[src/rtl/shared_resource_owner_ctrl_pkg.sv]
// rtl/shared_resource_owner_ctrl_pkg.sv - shared constants, state encoding and width helpers
package shared_resource_pkg;

   localparam int DEF_N        = 8;
   localparam int DEF_MAX_HOLD = 16;

   localparam logic [1:0] ST_IDLE  = 2'd0;
   localparam logic [1:0] ST_BUSY  = 2'd1;
   localparam logic [1:0] ST_DRAIN = 2'd2;

   typedef enum logic [1:0] {
      S_IDLE  = ST_IDLE,
      S_BUSY  = ST_BUSY,
      S_DRAIN = ST_DRAIN
   } state_t;

   // Owner index width; a single client still gets a 1-bit index.
   function automatic int idx_width(input int n);
      return (n > 1) ? $clog2(n) : 1;
   endfunction

   // Hold counter must be able to reach MAX_HOLD.
   function automatic int hold_width(input int max_hold);
      return $clog2(max_hold + 1);
   endfunction

endpackage

[src/rtl/shared_resource_owner_ctrl_if.sv]
// rtl/shared_resource_owner_ctrl_if.sv - client/arbiter bundle seen by the ownership controller
interface shared_resource_owner_ctrl_if
   import shared_resource_pkg::*;
#(
   parameter int N   = DEF_N,
   parameter int IDW = idx_width(N)
) ();

   logic [N-1:0]   req_in;
   logic [N-1:0]   grant_in;
   logic [N-1:0]   done;
   logic [N-1:0]   arb_request;
   logic           owner_valid;
   logic [N-1:0]   owner_onehot;
   logic [IDW-1:0] owner_id;
   logic           timeout_pulse;
   logic           err_multi_hot;

   modport master (
      output req_in, grant_in, done,
      input  arb_request, owner_valid, owner_onehot, owner_id, timeout_pulse, err_multi_hot
   );

   modport slave (
      input  req_in, grant_in, done,
      output arb_request, owner_valid, owner_onehot, owner_id, timeout_pulse, err_multi_hot
   );

endinterface

[src/rtl/shared_resource_owner_ctrl_onehot_to_bin.sv]
// rtl/shared_resource_owner_ctrl_onehot_to_bin.sv - one-hot to binary index with multi-hot flag
module onehot_to_bin
   import shared_resource_pkg::*;
#(
   parameter int N   = DEF_N,
   parameter int IDW = idx_width(N)
) (
   input  logic [N-1:0]   onehot,
   output logic [IDW-1:0] idx,
   output logic           multi_hot
);

   localparam int CW = IDW + 1;

   logic [CW-1:0] cnt;

   // OR-reduce set bit positions and count them; idx is only meaningful when exactly one bit is set.
   always_comb begin
      idx = '0;
      cnt = '0;
      for (int i = 0; i < N; i++) begin
         if (onehot[i]) begin
            idx = idx | IDW'(i);
            cnt = cnt + CW'(1);
         end
      end
      multi_hot = (cnt > CW'(1));
   end

endmodule

[src/rtl/shared_resource_owner_ctrl.sv]
// rtl/shared_resource_owner_ctrl.sv - holds the arbiter winner as resource owner and gates further requests
module shared_resource_owner_ctrl
   import shared_resource_pkg::*;
#(
   parameter int N        = DEF_N,
   parameter int MAX_HOLD = DEF_MAX_HOLD,
   parameter int IDW      = idx_width(N),
   parameter int HW       = hold_width(MAX_HOLD)
) (
   input logic                      clk,
   input logic                      rst,
   shared_resource_owner_ctrl_if.slave bus
);

   state_t         state;
   logic [HW-1:0]  hold_cnt;
   logic           owner_valid;
   logic [N-1:0]   owner_onehot;
   logic [IDW-1:0] owner_id;
   logic           timeout_pulse;
   logic           err_multi_hot;

   logic [IDW-1:0] grant_idx;
   logic           grant_multi;
   logic           grant_valid;
   logic           owner_done;
   logic           owner_dropped;
   logic           normal_release;
   logic           hold_expired;

   onehot_to_bin #(.N(N), .IDW(IDW)) u_grant_dec (
      .onehot    (bus.grant_in),
      .idx       (grant_idx),
      .multi_hot (grant_multi)
   );

   // Only a one-hot grant for a still-requesting client is worth capturing.
   assign grant_valid    = (bus.grant_in != '0) && !grant_multi && ((bus.grant_in & bus.req_in) != '0);
   // Non-owner done bits and requests are masked out by the owner select.
   assign owner_done     = |(bus.done & owner_onehot);
   assign owner_dropped  = ~|(bus.req_in & owner_onehot);
   assign normal_release = owner_done || owner_dropped;
   assign hold_expired   = (hold_cnt == HW'(MAX_HOLD - 1));

   // Requests reach the arbiter only in IDLE with no grant in flight, so no back-to-back grant can issue.
   assign bus.arb_request = ((state == S_IDLE) && (bus.grant_in == '0)) ? bus.req_in : '0;

   assign bus.owner_valid   = owner_valid;
   assign bus.owner_onehot  = owner_onehot;
   assign bus.owner_id      = owner_id;
   assign bus.timeout_pulse = timeout_pulse;
   assign bus.err_multi_hot = err_multi_hot;

   // Ownership FSM: capture in IDLE, count hold in BUSY, one-cycle DRAIN to flush the arbiter grant.
   always_ff @(posedge clk) begin
      if (rst) begin
         state         <= S_IDLE;
         hold_cnt      <= '0;
         owner_valid   <= 1'b0;
         owner_onehot  <= '0;
         owner_id      <= '0;
         timeout_pulse <= 1'b0;
         err_multi_hot <= 1'b0;
      end else begin
         timeout_pulse <= 1'b0;
         err_multi_hot <= 1'b0;
         case (state)
            S_IDLE: begin
               if (grant_multi) begin
                  err_multi_hot <= 1'b1;
               end else if (grant_valid) begin
                  state        <= S_BUSY;
                  hold_cnt     <= '0;
                  owner_valid  <= 1'b1;
                  owner_onehot <= bus.grant_in;
                  owner_id     <= grant_idx;
               end
            end
            S_BUSY: begin
               hold_cnt <= hold_cnt + HW'(1);
               if (normal_release || hold_expired) begin
                  state         <= S_DRAIN;
                  owner_valid   <= 1'b0;
                  owner_onehot  <= '0;
                  owner_id      <= '0;
                  // done/drop win over a coinciding timeout.
                  timeout_pulse <= !normal_release;
               end
            end
            S_DRAIN: begin
               state <= S_IDLE;
            end
            default: begin
               state <= S_IDLE;
            end
         endcase
      end
   end

endmodule

[src/flat_wrapper.sv]
// flat-port wrapper written by rule: the top's interface ports become plain ports
module shared_resource_owner_ctrl_flat import shared_resource_pkg::*;
#(
   parameter int N        = DEF_N,
   parameter int MAX_HOLD = DEF_MAX_HOLD,
   parameter int IDW      = idx_width(N),
   parameter int HW       = hold_width(MAX_HOLD)
)
  (clk, rst, bus_req_in, bus_grant_in, bus_done, bus_arb_request, bus_owner_valid, bus_owner_onehot, bus_owner_id, bus_timeout_pulse, bus_err_multi_hot);
  shared_resource_owner_ctrl_if #(.N(N), .IDW(IDW)) bus_i ();
  input logic clk;
  input logic rst;
  input wire logic [$bits(bus_i.req_in)-1:0] bus_req_in;
  input wire logic [$bits(bus_i.grant_in)-1:0] bus_grant_in;
  input wire logic [$bits(bus_i.done)-1:0] bus_done;
  output wire logic [$bits(bus_i.arb_request)-1:0] bus_arb_request;
  output wire logic [$bits(bus_i.owner_valid)-1:0] bus_owner_valid;
  output wire logic [$bits(bus_i.owner_onehot)-1:0] bus_owner_onehot;
  output wire logic [$bits(bus_i.owner_id)-1:0] bus_owner_id;
  output wire logic [$bits(bus_i.timeout_pulse)-1:0] bus_timeout_pulse;
  output wire logic [$bits(bus_i.err_multi_hot)-1:0] bus_err_multi_hot;
  assign bus_i.req_in = bus_req_in;
  assign bus_i.grant_in = bus_grant_in;
  assign bus_i.done = bus_done;
  assign bus_arb_request = bus_i.arb_request;
  assign bus_owner_valid = bus_i.owner_valid;
  assign bus_owner_onehot = bus_i.owner_onehot;
  assign bus_owner_id = bus_i.owner_id;
  assign bus_timeout_pulse = bus_i.timeout_pulse;
  assign bus_err_multi_hot = bus_i.err_multi_hot;
  shared_resource_owner_ctrl #(.N(N), .MAX_HOLD(MAX_HOLD), .IDW(IDW), .HW(HW)) u_core (.clk(clk), .rst(rst), .bus(bus_i));
endmodule
[config.mk]
export PLATFORM = sky130hd
export DESIGN_NAME = shared_resource_owner_ctrl_flat
export DESIGN_NICKNAME = d
export VERILOG_FILES = /design/src/rtl/shared_resource_owner_ctrl_pkg.sv /design/src/rtl/shared_resource_owner_ctrl_if.sv /design/src/rtl/shared_resource_owner_ctrl_onehot_to_bin.sv /design/src/rtl/shared_resource_owner_ctrl.sv /design/src/flat_wrapper.sv
export SDC_FILE = /design/constraint.sdc
export NUM_CORES = 1
export LEC_CHECK = 0
export ABC_AREA = 1
export CORE_MARGIN = 5
export CORE_UTILIZATION = 40
export DETAILED_ROUTE_END_ITERATION = 10
export PLACE_DENSITY = 0.77
export SKIP_LAST_GASP = 1
export SLEW_MARGIN = 20
export SYNTH_ARGS = -nofsm -noshare
export SYNTH_HDL_FRONTEND = slang
export SYNTH_SLANG_ARGS = --single-unit
export TNS_END_PERCENT = 100
[constraint.sdc]
create_clock -name clk -period 4.9 [get_ports clk]
set_clock_uncertainty 0.2 [all_clocks]
set_input_delay 1.47 -clock clk [delete_from_list [all_inputs] [get_ports clk]]
set_output_delay 1.47 -clock clk [all_outputs]
set_load 0.03 [all_outputs]
==> results of run 1 <==
synthesized netlist by cell type, drive strengths merged (2+ instances only):
library cell / instances
o22ai: 2
nand4: 11
dfxtp: 21
clkbuf: 3
or2: 5
a22o: 3
o21ai: 7
nand2: 87
a221oi: 4
ha: 11
a21oi: 25
nor2: 23
nand3: 27
buf: 5
inv: 40
power by group:
group	total [mW]	switching (mW)	leakage [nW]	internal [mW]
Sequential	0.228	0.0279	0.171	0.200
Combinational	0.510	0.297	1.09	0.212
Clock	0.113	0.0567	0.0255	0.0566
Total	0.851	0.382	1.28	0.469
worst reg2reg max path: stages, from the launching register on:
cell,delay [ns]
dfxtp_1,0.36
a22o_1,0.22
a221oi_1,0.26
o211ai_1,0.23
nor2_1,0.13
nand2_1,0.10
nand2_1,0.08
inv_1,0.18
nand2_8,0.15
nand2_4,0.06
a21oi_2,0.13
per-stage QoR:
stage	power, mW	cells
final	0.8509	411
after global routing	0.9036	411
after CTS	0.8044	410
after detailed placement	0.6487	404
after global placement	0.6415	404
after floorplan	0.5101	283
sequential cells by signal, summed over array words and instances, names as in the netlist:
| name | count |
|---|---|
| u_core.hold_cnt | 5 |
| u_core.bus.timeout_pulse | 1 |
| u_core.state | 2 |
| u_core.bus.err_multi_hot | 1 |
| u_core.bus.owner_valid | 1 |
| u_core.bus.owner_onehot | 8 |
| u_core.bus.owner_id | 3 |
cell type report:
class | count | area, sq um | area share (%)
Sequential cell | 21 | 420.4 | 15.37
Inverter | 40 | 157.7 | 5.764
Tap cell | 52 | 65.06 | 2.379
Clock inverter | 1 | 5.005 | 0.1830
Clock buffer | 3 | 41.29 | 1.510
Multi-Input combinational cell | 216 | 1353 | 49.45
Timing Repair Buffer | 78 | 693.2 | 25.34
layer usage:
metal | wire (um) | up-vias | share of wire (%) | GRT usage, %
met4 | 89 | 0 | 1.6 | 3.952
met2 | 2785 | 61 | 50 | 33.02
met1 | 2499 | 969 | 45 | 23.31
li1 | - | 1098 | - | -
met5 | 0 | - | 0 | 0
met3 | 231 | 10 | 4.1 | 2.459
cells by family after synthesis:
| group | count (synthesis) |
|---|---|
| compound gates | 46 |
| xor+xnor | 1 |
| fa+ha+maj | 11 |
| buf+inv | 48 |
| flops | 21 |
| simple gates | 156 |
what timing repair did:
action                     in CTS  in global routing
gates cloned                    2                  0
pin swaps                      13                 19
setup buffers                   0                  1
gates resized for setup        31                 25
setup endpoints to repair      19                 19
worst paths after layout:
path / end / slack (ns)
setup / recovery: u_core.bus.owner_onehot[3] / -0.01
hold / removal: u_core.hold_cnt[3] / 0.26
setup reg to reg: u_core.bus.owner_onehot[0] / 2.71
hold reg to reg: u_core.hold_cnt[3] / 0.26
==> run_results.csv, run 1 <==
group,metric,value,unit
finish,nets,397,
sta,fin_crit_sh,100.3,%
sta,holdWs,0.2648,ns
yosys,ys_async_sr_fraction,0,%
yosys,ys_types,35,
finish,nFillCells,388,
global_routing,track_usage,18.42,%
clock_tree,cts_tree,"yes",
worst_setup_path,cpMostUsedCell,"nand2_4",
yosys,synth_top_area_cell,"dfxtp_1",
worst_setup_path,crit_fanout,6,
die,num_rows,24,
sta,tightest_slew,0.7430,ns
drt,vias_per_cell,5.202,
worst_setup_path,worst_setup_path_end_kind,"flip-flop",
clock_tree,cts_buffers,3,
sta,fin_ws,-0.01376,ns
finish,drive_above_1_share,30.36,%
worst_hold_path,hold_class,"reg -> reg",
yosys,syn_area,1794,sq um
clock_tree,cts-htree-levels,1,
worst_setup_path,crit_type,"in -> reg",
yosys,synth.area.mux_share,0,%
placement,portBuffers,47,
sta,setup_tns,-0.08935,ns
drt,wirelength,5.605,mm
finish,antenna_cells,0,
worst_setup_path,slowest_stage,"ha_4",
finish,syn_to_final_growth,52.44,%
placement,post-place-ws,-0.8090,ns
die,die_h,76.98,um
yosys,synth_fa_ha_area_share,7.671,%
global_routing,grt_max_degree,19,
power,power_leakage,1.283,nW
worst_setup_path,r2r_cells,10,
worst_hold_path,whs_path_depth,2,
power,p_per_area,311.1,nW/um^2
drt,drc,0,
drt,vias,2138,
drt,wl_per_cell,13.64,um
worst_setup_path,required,4.81,ns
clock_tree,ctsHoldBuffers,0,
sta,fmax,203.5,MHz
yosys,avgSynthCellArea,6.340,sq um
yosys,synthCells,283,
clock_tree,cts-root-buf,"clkbuf_8",
sta,drv_slew,0,
die,die_w,76.98,um
worst_setup_path,path_depth,26,
sta,hold_viol,0,
sta,rsz0062_at_grt,"true",
yosys,yosys.area_share.simple,40.66,%
finish,mostFrequentLayoutCells,"nand2_1 (58), buf_4 (39), clkdlybuf4s50_1 (35)",
yosys,synth_area_leaders,"dfxtp_1 (23%), nand2_1 (15%), inv_1 (7.9%), ha_1 (7.7%), nand3_1 (7.0%)",
die,start_util,41.21,%
yosys,synth-xor-area-share,0.4881,%
worst_setup_path,startpoint,"bus_grant_in[1]",
drt,drtPass1Iterations,6,
yosys,synth_top_family_by_area,"simple AND/OR/NAND/NOR gates",
finish,final_common_cell,"nand2_1",
worst_setup_path,cp.buffers_inverters,4,
placement,dp_hpwl,4.206,mm
sta,slew_headroom,50.31,%
yosys,synth-compound-area-share,15.76,%
finish,final_cell_area,2735,sq um
global_routing,first_global_vias,2053,
clock_tree,path_clk_slew,0.08,ns
worst_setup_path,critPathTopFamily,"simple AND/OR/NAND/NOR gates",
clock_tree,cts_buffer_depth,2,
worst_setup_path,r2r-start,"u_core.bus.owner_onehot[7]",
clock_tree,insertion_delay,0.26,ns
yosys,synthFlopType,"dfxtp_1",
outcome,violations,"setup timing",
drt,drt_iter0_drc,111,
finish,postLayoutCoreUtil,62.82,%
clock_tree,clkSinkCount,21,
worst_hold_path,holdCritStartpoint,"u_core.hold_cnt[3]",
die,die_area,5925,sq um
yosys,yosysWarnings,0,
global_routing,antenna_found_initial,0,
sta,setup_viol,11,
global_routing,grt_first_pass_wirelength,9.342,mm
placement,routabilityCongestion,0.8546,
placement,dpl_cell_area,2502,sq um
worst_setup_path,slowest_delay,0.28,ns
yosys,yosysTopAreaCellShare,23.43,%
drt,ant_nets,0,
job,maxCapViolations,0,
die,core_area,4354,sq um
yosys,ys_seq_area_share,23.43,%
worst_setup_path,cp_data_arrival_time,4.83,ns
power,ir_drop,0.2234,mV
yosys,ys_ff_latch,21,
die,io_pins,48,
yosys,synth_edf_count,0,
worst_setup_path,setup.worst_path.start_class,"input pin",
sta,period_minus_slack,4.914,ns
yosys,synth_fp_nets,320,
outcome,status,"finished with violations",
global_routing,grt.overflow.total,0,
Power figures use the tool's default switching activity.
==> run 2: changes to the inputs <==
PLACE_DENSITY = 0.76   (was 0.77)
SYNTH_HIERARCHICAL = 1   (was default)
==> run_results.csv, run 2 <==
group,metric,value,unit
outcome,status,"finished with violations",
outcome,violations,"setup timing",
global_routing,track_usage,19.26,%
finish,nets,441,
power,p_sw,0.5761,mW
worst_setup_path,crit_type,"in -> reg",
power,p_per_area,399.3,nW/um^2
yosys,ys_async_sr_fraction,0,%
sta,hold_viol,0,
drt,vias_per_cell,4.976,
drt,drt_iter0_drc,163,
yosys,avgSynthCellArea,6.289,sq um
worst_setup_path,cp.buffers_inverters,6,
clock_tree,cts_tree,"yes",
die,io_pins,48,
finish,drive_above_1_share,34.24,%
yosys,ys_ff_latch,21,
finish,final_common_cell,"nand2_1",
power,clock_power_share,9.6,%
die,num_rows,25,
worst_hold_path,hold_class,"reg -> reg",
worst_setup_path,r2r_cells,10,
clock_tree,cts_buffers,3,
finish,syn_to_final_growth,59.56,%
worst_hold_path,whs_path_depth,2,
sta,slew_headroom,75.51,%
sta,tightest_slew,0.3665,ns
die,die_area,6298,sq um
power,swShare,46.99,%
placement,routabilityCongestion,0.8672,
worst_setup_path,crit_fanout,8,
power,p_total,1.226,mW
power,ir_drop,0.2580,mV
placement,dpl_cell_area,2853,sq um
finish,reg.largest.list,"u_core/bus.owner_onehot: 8 flops, u_core/hold_cnt: 5 flops, u_core/bus.owner_id: 3 flops",
worst_setup_path,required,4.85,ns
clock_tree,cts-htree-levels,1,
sta,fmax,200.2,MHz
power,power_leakage,1.525,nW
worst_setup_path,worst_setup_path_end_kind,"flip-flop",
drt,drtPass1Iterations,4,
worst_setup_path,critPathTopFamily,"simple AND/OR/NAND/NOR gates",
worst_setup_path,slowest_delay,0.29,ns
yosys,synth_edf_count,0,
worst_setup_path,setup.worst_path.start_class,"input pin",
sta,holdWs,0.2820,ns
yosys,syn_area,1924,sq um
sta,fin_crit_sh,102.0,%
finish,nFillCells,418,
yosys,yosysWarnings,6,
power,intPower,0.6499,mW
yosys,yosysTopAreaCellShare,21.85,%
placement,post-place-ws,-0.8776,ns
finish,antenna_cells,0,
global_routing,first_global_vias,2234,
yosys,synth_area_leaders,"dfxtp_1 (22%), nand2_1 (19%), nand3_1 (9.1%), inv_1 (7.8%), ha_1 (7.2%)",
power,power_frac_comb,67.7,%
drt,ant_nets,0,
worst_setup_path,cp_data_arrival_time,4.94,ns
clock_tree,path_clk_slew,0.07,ns
worst_setup_path,path_depth,31,
clock_tree,insertion_delay,0.27,ns
yosys,synthFlopType,"dfxtp_1",
clock_tree,cts_buffer_depth,2,
placement,placed_cells,445,
yosys,synth.most_common_cell,"nand2_1",
global_routing,grt.overflow.total,0,
finish,mostFrequentLayoutCells,"nand2_1 (85), buf_4 (54), clkdlybuf4s50_1 (36)",
finish,regMostFlops,"u_core/bus.owner_onehot",
die,die_h,79.36,um
sta,setup_viol,19,
drt,wirelength,5.792,mm
sta,setup_tns,-1.162,ns
job,maxCapViolations,0,
global_routing,antenna_found_initial,0,
clock_tree,cts-root-buf,"clkbuf_8",
yosys,synth_fp_nets,343,
die,die_w,79.36,um
finish,final_cell_area,3070,sq um
drt,wl_per_cell,12.67,um
finish,postLayoutCoreUtil,65.44,%
worst_setup_path,slowest_stage,"ha_1",
yosys,synth_top_area_cell,"dfxtp_1",
worst_setup_path,cpMostUsedCell,"nand2_4",
yosys,synthCells,306,
sta,drv_slew,0,
global_routing,grt_first_pass_wirelength,9.915,mm
die,core_area,4692,sq um
placement,dp_hpwl,4.393,mm
global_routing,grt_max_degree,18,
power,power_frac_seq,22.7,%
finish,stdcell_count,457,
sta,period_minus_slack,4.996,ns
drt,vias,2274,
sta,fin_ws,-0.09555,ns
worst_setup_path,r2r_setup_slack,3.06,ns
placement,portBuffers,47,
die,start_util,41.01,%
finish,largest_reg_flops,8,
yosys,ys_seq_area_share,21.85,%
yosys,ys_top_cells_by_count,"nand2_1 (95), inv_1 (40), nand3_1 (35), nor2_1 (27), dfxtp_1 (21)",
clock_tree,clkSinkCount,21,
sta,rsz0062_at_grt,"true",
drt,drc,0,
yosys,ys_types,30,
==> run 2: repair_timing <==
item / in CTS / in global routing
hold buffers: 0 / 0
pin swaps: 14 / 14
endpoints found under the setup margin: 21 / 21
setup buffers: 6 / 6
resized for setup: 20 / 28
==> run 2: power groups by stage <==
stage | Combinational (mW) | Clock (mW) | Sequential [mW]
floorplan | 0.428 | 0 | 0.347
finish | 0.831 | 0.117 | 0.278
detailed placement | 0.744 | 0 | 0.280
CTS | 0.790 | 0.118 | 0.277
global route | 0.905 | 0.124 | 0.286
global placement | 0.731 | 0 | 0.279
==> run 2: cells by family after synthesis <==
family	after synthesis	synth area share (%)
AO/OA/AOI/OAI	27	9.559
flip-flops	21	21.85
buffers and inverters	49	11.31
AND/OR/NAND/NOR	196	49.22
adder cells (fa/ha/maj)	11	7.152
XOR/XNOR	2	0.9104
==> run 2: worst register-to-register path: cells and delay by family, from the launching register on <==
| family | cells | cell delay (ns) |
|---|---|---|
| and+or+nand+nor | 5 | 0.47 |
| adders and majority gates | 2 | 0.40 |
| DFF | 1 | 0.34 |
| buffers and inverters | 2 | 0.25 |
| AOI/OAI and AO/OA | 1 | 0.11 |
==> run 2: path summary, 6_finish.rpt <==
check,start,end
worst min-delay path,u_core/bus.owner_id[1],u_core/bus.owner_id[1]
worst max register to register,u_core/hold_cnt[0],u_core/bus.owner_onehot[6]
worst max-delay path,bus_grant_in[1],u_core/bus.owner_onehot[6]
worst min register to register,u_core/bus.owner_id[1],u_core/bus.owner_id[1]
==> run 2: metal layers <==
metal	GRT usage [%]	vias to the layer above	routed length, um
met1	24.29	1033	2436
met2	33.33	68	2921
li1	-	1167	-
met3	3.741	6	370
met4	5.155	0	64
met5	0	-	0
==> run 2: final cells by class <==
| cell class | instances | area, sq um | share of cell area (%) |
|---|---|---|---|
| timing repair buffer | 98 | 884.6 | 28.81 |
| multi-input combinational | 236 | 1464 | 47.68 |
| clock buffer | 3 | 41.29 | 1.345 |
| inverter | 44 | 185.2 | 6.031 |
| clock inverter | 1 | 7.507 | 0.2445 |
| sequential | 21 | 420.4 | 13.69 |
| tap | 54 | 67.56 | 2.200 |
==> variant 1, RTL diff (flow settings as in run 1) <==
The package constant `DEF_MAX_HOLD` goes from 16 to 17.
--- a/src/rtl/shared_resource_owner_ctrl_pkg.sv
+++ b/src/rtl/shared_resource_owner_ctrl_pkg.sv
@@ -2,7 +2,7 @@
 package shared_resource_pkg;
 
    localparam int DEF_N        = 8;
-   localparam int DEF_MAX_HOLD = 16;
+   localparam int DEF_MAX_HOLD = 17;
 
    localparam logic [1:0] ST_IDLE  = 2'd0;
    localparam logic [1:0] ST_BUSY  = 2'd1;
Function: same outputs for any inputs over 10 cycles, from zero or initial values and one cycle with rst high; that may be too few to reach the edited logic, so the function may still have changed.
==> variant 1 against run 1 <==
Cell area up 5.2%. Sequential cell count stayed put. Routed wire length is 6.9% higher. Count of clock-buffer cells in the layout is 1 higher. Total power rose by 0.59%. Combinational power is 2% higher. Worst setup slack gained 0.028 ns. Die area grew 1.8%. Synthesized area rose by 2.0%. Synthesized cell count rose by 4.2%.
==> variant 1: results (changes against run 1) <==
| Metric | Value |
|---|---|
| Outcome | `complete, no violations` |
| Post-DP Area | `2530 sq um (+0.95%)` |
| # fillers | `373 (-3.9%)` |
| Mapped Cells | `295 (+4.2%)` |
| Layout net count | `422 (+6.3%)` |
| Largest cells by area after synthesis | `dfxtp_1 (23%), nand2_1 (15%), inv_1 (8.8%)` |
| DRT Pass-1 Iters | `5 (-1)` |
| Top Registers | `u_core.bus.owner_onehot (8), u_core.hold_cnt (5), u_core.bus.owner_id (3)` |
| Yosys warnings | `0 (unchanged)` |
| Worst-path fanout max | `6 (unchanged)` |
| Commonest cells post-synth | `nand2_1 (72), inv_1 (43), nand3_1 (28)` |
| Crit path largest cell delay | `0.28 ns (about the same)` |
| Worst EP arrival | `4.86 ns (+0.03 ns)` |
| Pin count of the biggest net entering global routing | `21 (+2)` |
| Final wirelength | `5.99 mm (+6.9%)` |
| Hpwl dp | `4.10 mm (-2.4%)` |
| H-tree Lvls | `1 (unchanged)` |
| Total overflow reported by the global router | `0 (unchanged)` |
| Routed vias/inst | `5.20 (about the same)` |
| Ant. Diodes | `0 (unchanged)` |
| Worst Tran Pin Value | `0.762 ns (+0.0194 ns)` |
| Max VDD drop | `294 uV (+32%)` |
| Most flops, register | `u_core.bus.owner_onehot` |
| Crit-path leading delay family | `simple AND/OR/NAND/NOR gates` |
| Post-synthesis sequential area ratio | `0.230 (-0.00464)` |
| First-pass GRT wire length | `9.11 mm (-2.4%)` |
| DR iter-0 viols | `148 (+33%)` |
| Slew Limit Fails | `0 (unchanged)` |
| Most common cell in the synthesized netlist | `nand2_1` |
| Root Buffer | `clkbuf_8` |
| Hold WC Path Type | `reg -> reg` |
| # placed instances | `415 (+2.7%)` |
| CTS Buf Count | `3 (unchanged)` |
| Vias in the first global route | `2056 (+0.15%)` |
| Share of cells above drive strength 1 | `0.328 (+0.0245)` |
| RD Place Congestion | `0.883 (+3.3%)` |
| Unique masters post-synth | `30 (-14%)` |
| Routed via count | `2267 (+6.0%)` |
| Syn_nets | `332 (+3.8%)` |
| Gr usage total | `0.176 (-0.00848)` |
| Post-synth top area share | `0.230 (-0.00464)` |
| Leakage | `1.35 nW (+5.0%)` |
| Initial antenna violation count | `0 (unchanged)` |
| CP max-delay cell | `ha_4` |
==> variant 1: cell types whose count changed after synthesis, moves of 2 or more <==
cell	before	now
nand3_2	2	4
a221oi_1	4	2
nand3_1	25	28
a21oi_2	3	1
inv_1	38	43
nor4_1	0	3
clkbuf_1	2	4
nand2_2	12	15
or2_2	5	3
o21ai_0	6	9
a22o_1	3	1
nand4_1	11	15
==> variant 1: path summary, 6_finish.rpt <==
path	endpoint	slack, ns	cells after the start	startpoint
max	u_core.bus.owner_onehot[3]$_SDFFE_PP0P_	0.01	26	bus_grant_in[1]
min	u_core.bus.owner_id[0]$_SDFFE_PP0P_	0.28	2	u_core.bus.owner_id[0]$_SDFFE_PP0P_
max reg2reg	u_core.bus.owner_onehot[4]$_SDFFE_PP0P_	3.00	12	u_core.bus.owner_onehot[7]$_SDFFE_PP0P_
min reg2reg	u_core.bus.owner_id[0]$_SDFFE_PP0P_	0.28	2	u_core.bus.owner_id[0]$_SDFFE_PP0P_
==> variant 1: layout make-up <==
type	instances	share of cell area
Inverter	45	0.0622
Timing Repair Buffer	92	0.281
Tap cell	52	0.0226
Clock buffer	4	0.0157
Sequential cell	21	0.146
Multi-Input combinational cell	222	0.472
==> variant 1: routing by layer <==
| metal | up-vias | wire length, um | GRT usage |
|---|---|---|---|
| li1 | 1149 | - | - |
| met5 | - | 0 | 0 |
| met4 | 0 | 73 | 0.0447 |
| met2 | 61 | 2920 | 0.290 |
| met1 | 1049 | 2730 | 0.243 |
| met3 | 8 | 261 | 0.0185 |
==> variant 1: logic make-up (layout without fill, tap and decap cells) <==
kind of cell               count (synthesis)  in the layout  synth area share
and+or+nand+nor                          168            168             0.444
buffers and inverters                     52            141             0.116
AOI/OAI and AO/OA                         41             41             0.126
DFF                                       21             21             0.230
adders and majority gates                 11             11            0.0752
xor gates and xnor gates                   2              2           0.00957
==> variant 1: repair_timing <==
action	CTS	global route
setup endpoints to repair	19	27
pin swaps	20	28
cloned	0	0
setup buffers	13	4
resized for setup	24	41
endpoints found under the hold margin	0	0
==> variant 1: through the flow <==
step	hold WS, ns	setup WS [ns]	TNS, ns	utilization
2_1_floorplan	0.221	0.00406	0	-
3_3_place_gp	0.248	-0.695	-11.82	0.576
3_5_place_dp	0.256	-0.811	-14.14	0.576
4_1_cts	0.273	0.0487	0	0.613
5_1_grt	0.297	-0.152	-2.24	0.656
6_report	0.276	0.0138	0	0.656
==> variant 1: power breakdown <==
group	total [W]	internal [W]	switching, W
registers	0.000226	0.000201	0.0000245
logic	0.000519	0.000227	0.000292
clock network	0.000111	0.0000578	0.0000531
total	0.000856	0.000486	0.000370
==> variant 2, RTL diff (settings of run 1) <==
Made on the original files. Reset style: asynchronous (`rst`), changed in one clocked block.
--- a/src/rtl/shared_resource_owner_ctrl.sv
+++ b/src/rtl/shared_resource_owner_ctrl.sv
@@ -52,7 +52,7 @@
    assign bus.err_multi_hot = err_multi_hot;
 
    // Ownership FSM: capture in IDLE, count hold in BUSY, one-cycle DRAIN to flush the arbiter grant.
-   always_ff @(posedge clk) begin
+   always_ff @(posedge clk or posedge rst) begin
       if (rst) begin
          state         <= S_IDLE;
          hold_cnt      <= '0;
Formal check against the unedited RTL: differs if rst is asserted again (counterexample within 4 cycles, from zero or initial values and one cycle with rst high); with rst held inactive, the same outputs for 10 cycles.
==> variant 2 against run 1 <==
Critical path depth unchanged. Sequential cell count unchanged. Fmax increased by 0.46%. Final cell count increased by 2.7%. Worst setup slack improved by 0.022 ns. Synthesized area increased by 1.0%. Via count increased by 2.2%. Cell area increased by 5.3%. Routed wire length increased by 4.0%. Core utilization increased by 2.9 points. Total power increased by 31%.
==> variant 2: results (changes against run 1) <==
| Metric | Value |
|---|---|
| Crit-path leading delay family | `simple AND/OR/NAND/NOR gates` |
| Share of cells above drive strength 1 | `0.316 (+0.0126)` |
| Gr usage total | `0.180 (-0.00436)` |
| Largest cells by area after synthesis | `dfrtp_1 (29%), nand2_1 (19%), inv_1 (8.7%)` |
| Async SR Flop Fraction | `1.00 (+1.00)` |
| Clock network share of area | `0.0156 (-0.00129)` |
| Post-synthesis adder-cell area fraction | `0.0759 (-0.000794)` |
| DR iter-0 viols | `126 (+14%)` |
| GR Layer Usage met3 | `0.0234 (-0.00117)` |
| Routed vias/inst | `5.18 (-0.47%)` |
| Int Pwr | `0.000586 W (+25%)` |
| Compound-Gate Fraction of Synth Area | `0.0697 (-0.0879)` |
| Pre-CTS setup slack | `-0.712 ns (+0.0966 ns)` |
| Area of the multi-input gates | `1260 sq um (-6.6%)` |
| Worst EP arrival | `4.84 ns (about the same)` |
| NonClk Buf Share | `0.277 (+0.0237)` |
| Pin count of the biggest net entering global routing | `22 (+3)` |
| CP max-delay cell | `ha_1` |
| Buffers, non-clock | `92 (+18%)` |
| Post-synth top area share | `0.290 (+0.0555)` |
| Wire per inst | `13.8 um (+1.3%)` |
| Setup tns final | `0 ns (+0.0893 ns)` |
| GR Layer Usage met1 | `0.237 (+0.00408)` |
| RR Startpoint | `u_core.bus.owner_onehot[7]$_DFFE_PP0P_` |
| # fillers | `352 (-9.3%)` |
| Ant. Diodes | `0 (unchanged)` |
| Met2 Track Usage GR | `0.311 (-0.0188)` |
| Unique masters post-synth | `28 (-20%)` |
| Postcts setup bufs | `8 (+8)` |
| Seq group | `0.000292 W (+28%)` |
| WL met2 | `2.93 mm (+5.3%)` |
| Nonclk inv count | `45 (+13%)` |
| Clk slew on worst S/H paths | `0.08 ns (about the same)` |
| RD Place Congestion | `0.895 (+4.7%)` |
| Max VDD drop | `149 uV (-33%)` |
| Hpwl dp | `4.14 mm (-1.5%)` |
| Post-synthesis sequential area ratio | `0.290 (+0.0555)` |
| DRT Pass-1 Iters | `4 (-2)` |
| P&R area growth vs syn | `58.9%` |
| Leakage | `1.54 nW (+20%)` |
| CLK BUF | `4 (+1)` |
| Commonest cells post-synth | `nand2_1 (92), inv_1 (42), nand3_1 (26)` |
| Outcome | `complete, no violations` |
| P_sw | `0.000528 W (+38%)` |
| Hold Path Origin | `u_core.bus.owner_id[0]$_DFFE_PP0P_` |
| Mapped Cells | `277 (-2.1%)` |
| Crit path largest cell delay | `0.30 ns (+0.02 ns)` |
| First-pass GRT wire length | `9.12 mm (-2.4%)` |
| #MultiIn Comb | `208 (-3.7%)` |
| M1 wire length | `2.46 mm (-1.6%)` |
| Post-cts resize count | `21 (-32%)` |
| Worst-path fanout max | `7 (+1)` |
| XOR/XNOR share of the synthesized area | `0.0145 (+0.00961)` |
| Vias in the first global route | `2000 (-2.6%)` |
| Final Non-Filler Cells | `422 (+2.7%)` |
| H-tree Lvls | `1 (unchanged)` |
variant 2: cell families after synthesis:
family / count (synthesis)
and+or+nand+nor: 174
xor gates and xnor gates: 3
buffers and inverters: 49
AOI/OAI and AO/OA: 19
DFF: 21
adders and majority gates: 11
variant 2: worst paths after layout:
path / to / slack (ns) / cells after the start
worst max-delay path: u_core.bus.owner_onehot[0]$_DFFE_PP0P_ / 0.009 / 26
worst min-delay path: u_core.bus.owner_id[0]$_DFFE_PP0P_ / 0.28 / 2
worst max register to register: u_core.bus.owner_onehot[0]$_DFFE_PP0P_ / 2.80 / 12
worst min register to register: u_core.bus.owner_id[0]$_DFFE_PP0P_ / 0.28 / 2
max in group asynchronous: u_core.bus.owner_id[1]$_DFFE_PP0P_ / 2.56 / 2
min in group asynchronous: u_core.bus.owner_onehot[0]$_DFFE_PP0P_ / 1.45 / 2
variant 2: tightest hold or removal path: stages (launching register included):
cell,delay [ns]
dfrtp_1,0.35
nand2_1,0.05
nand2_1,0.05
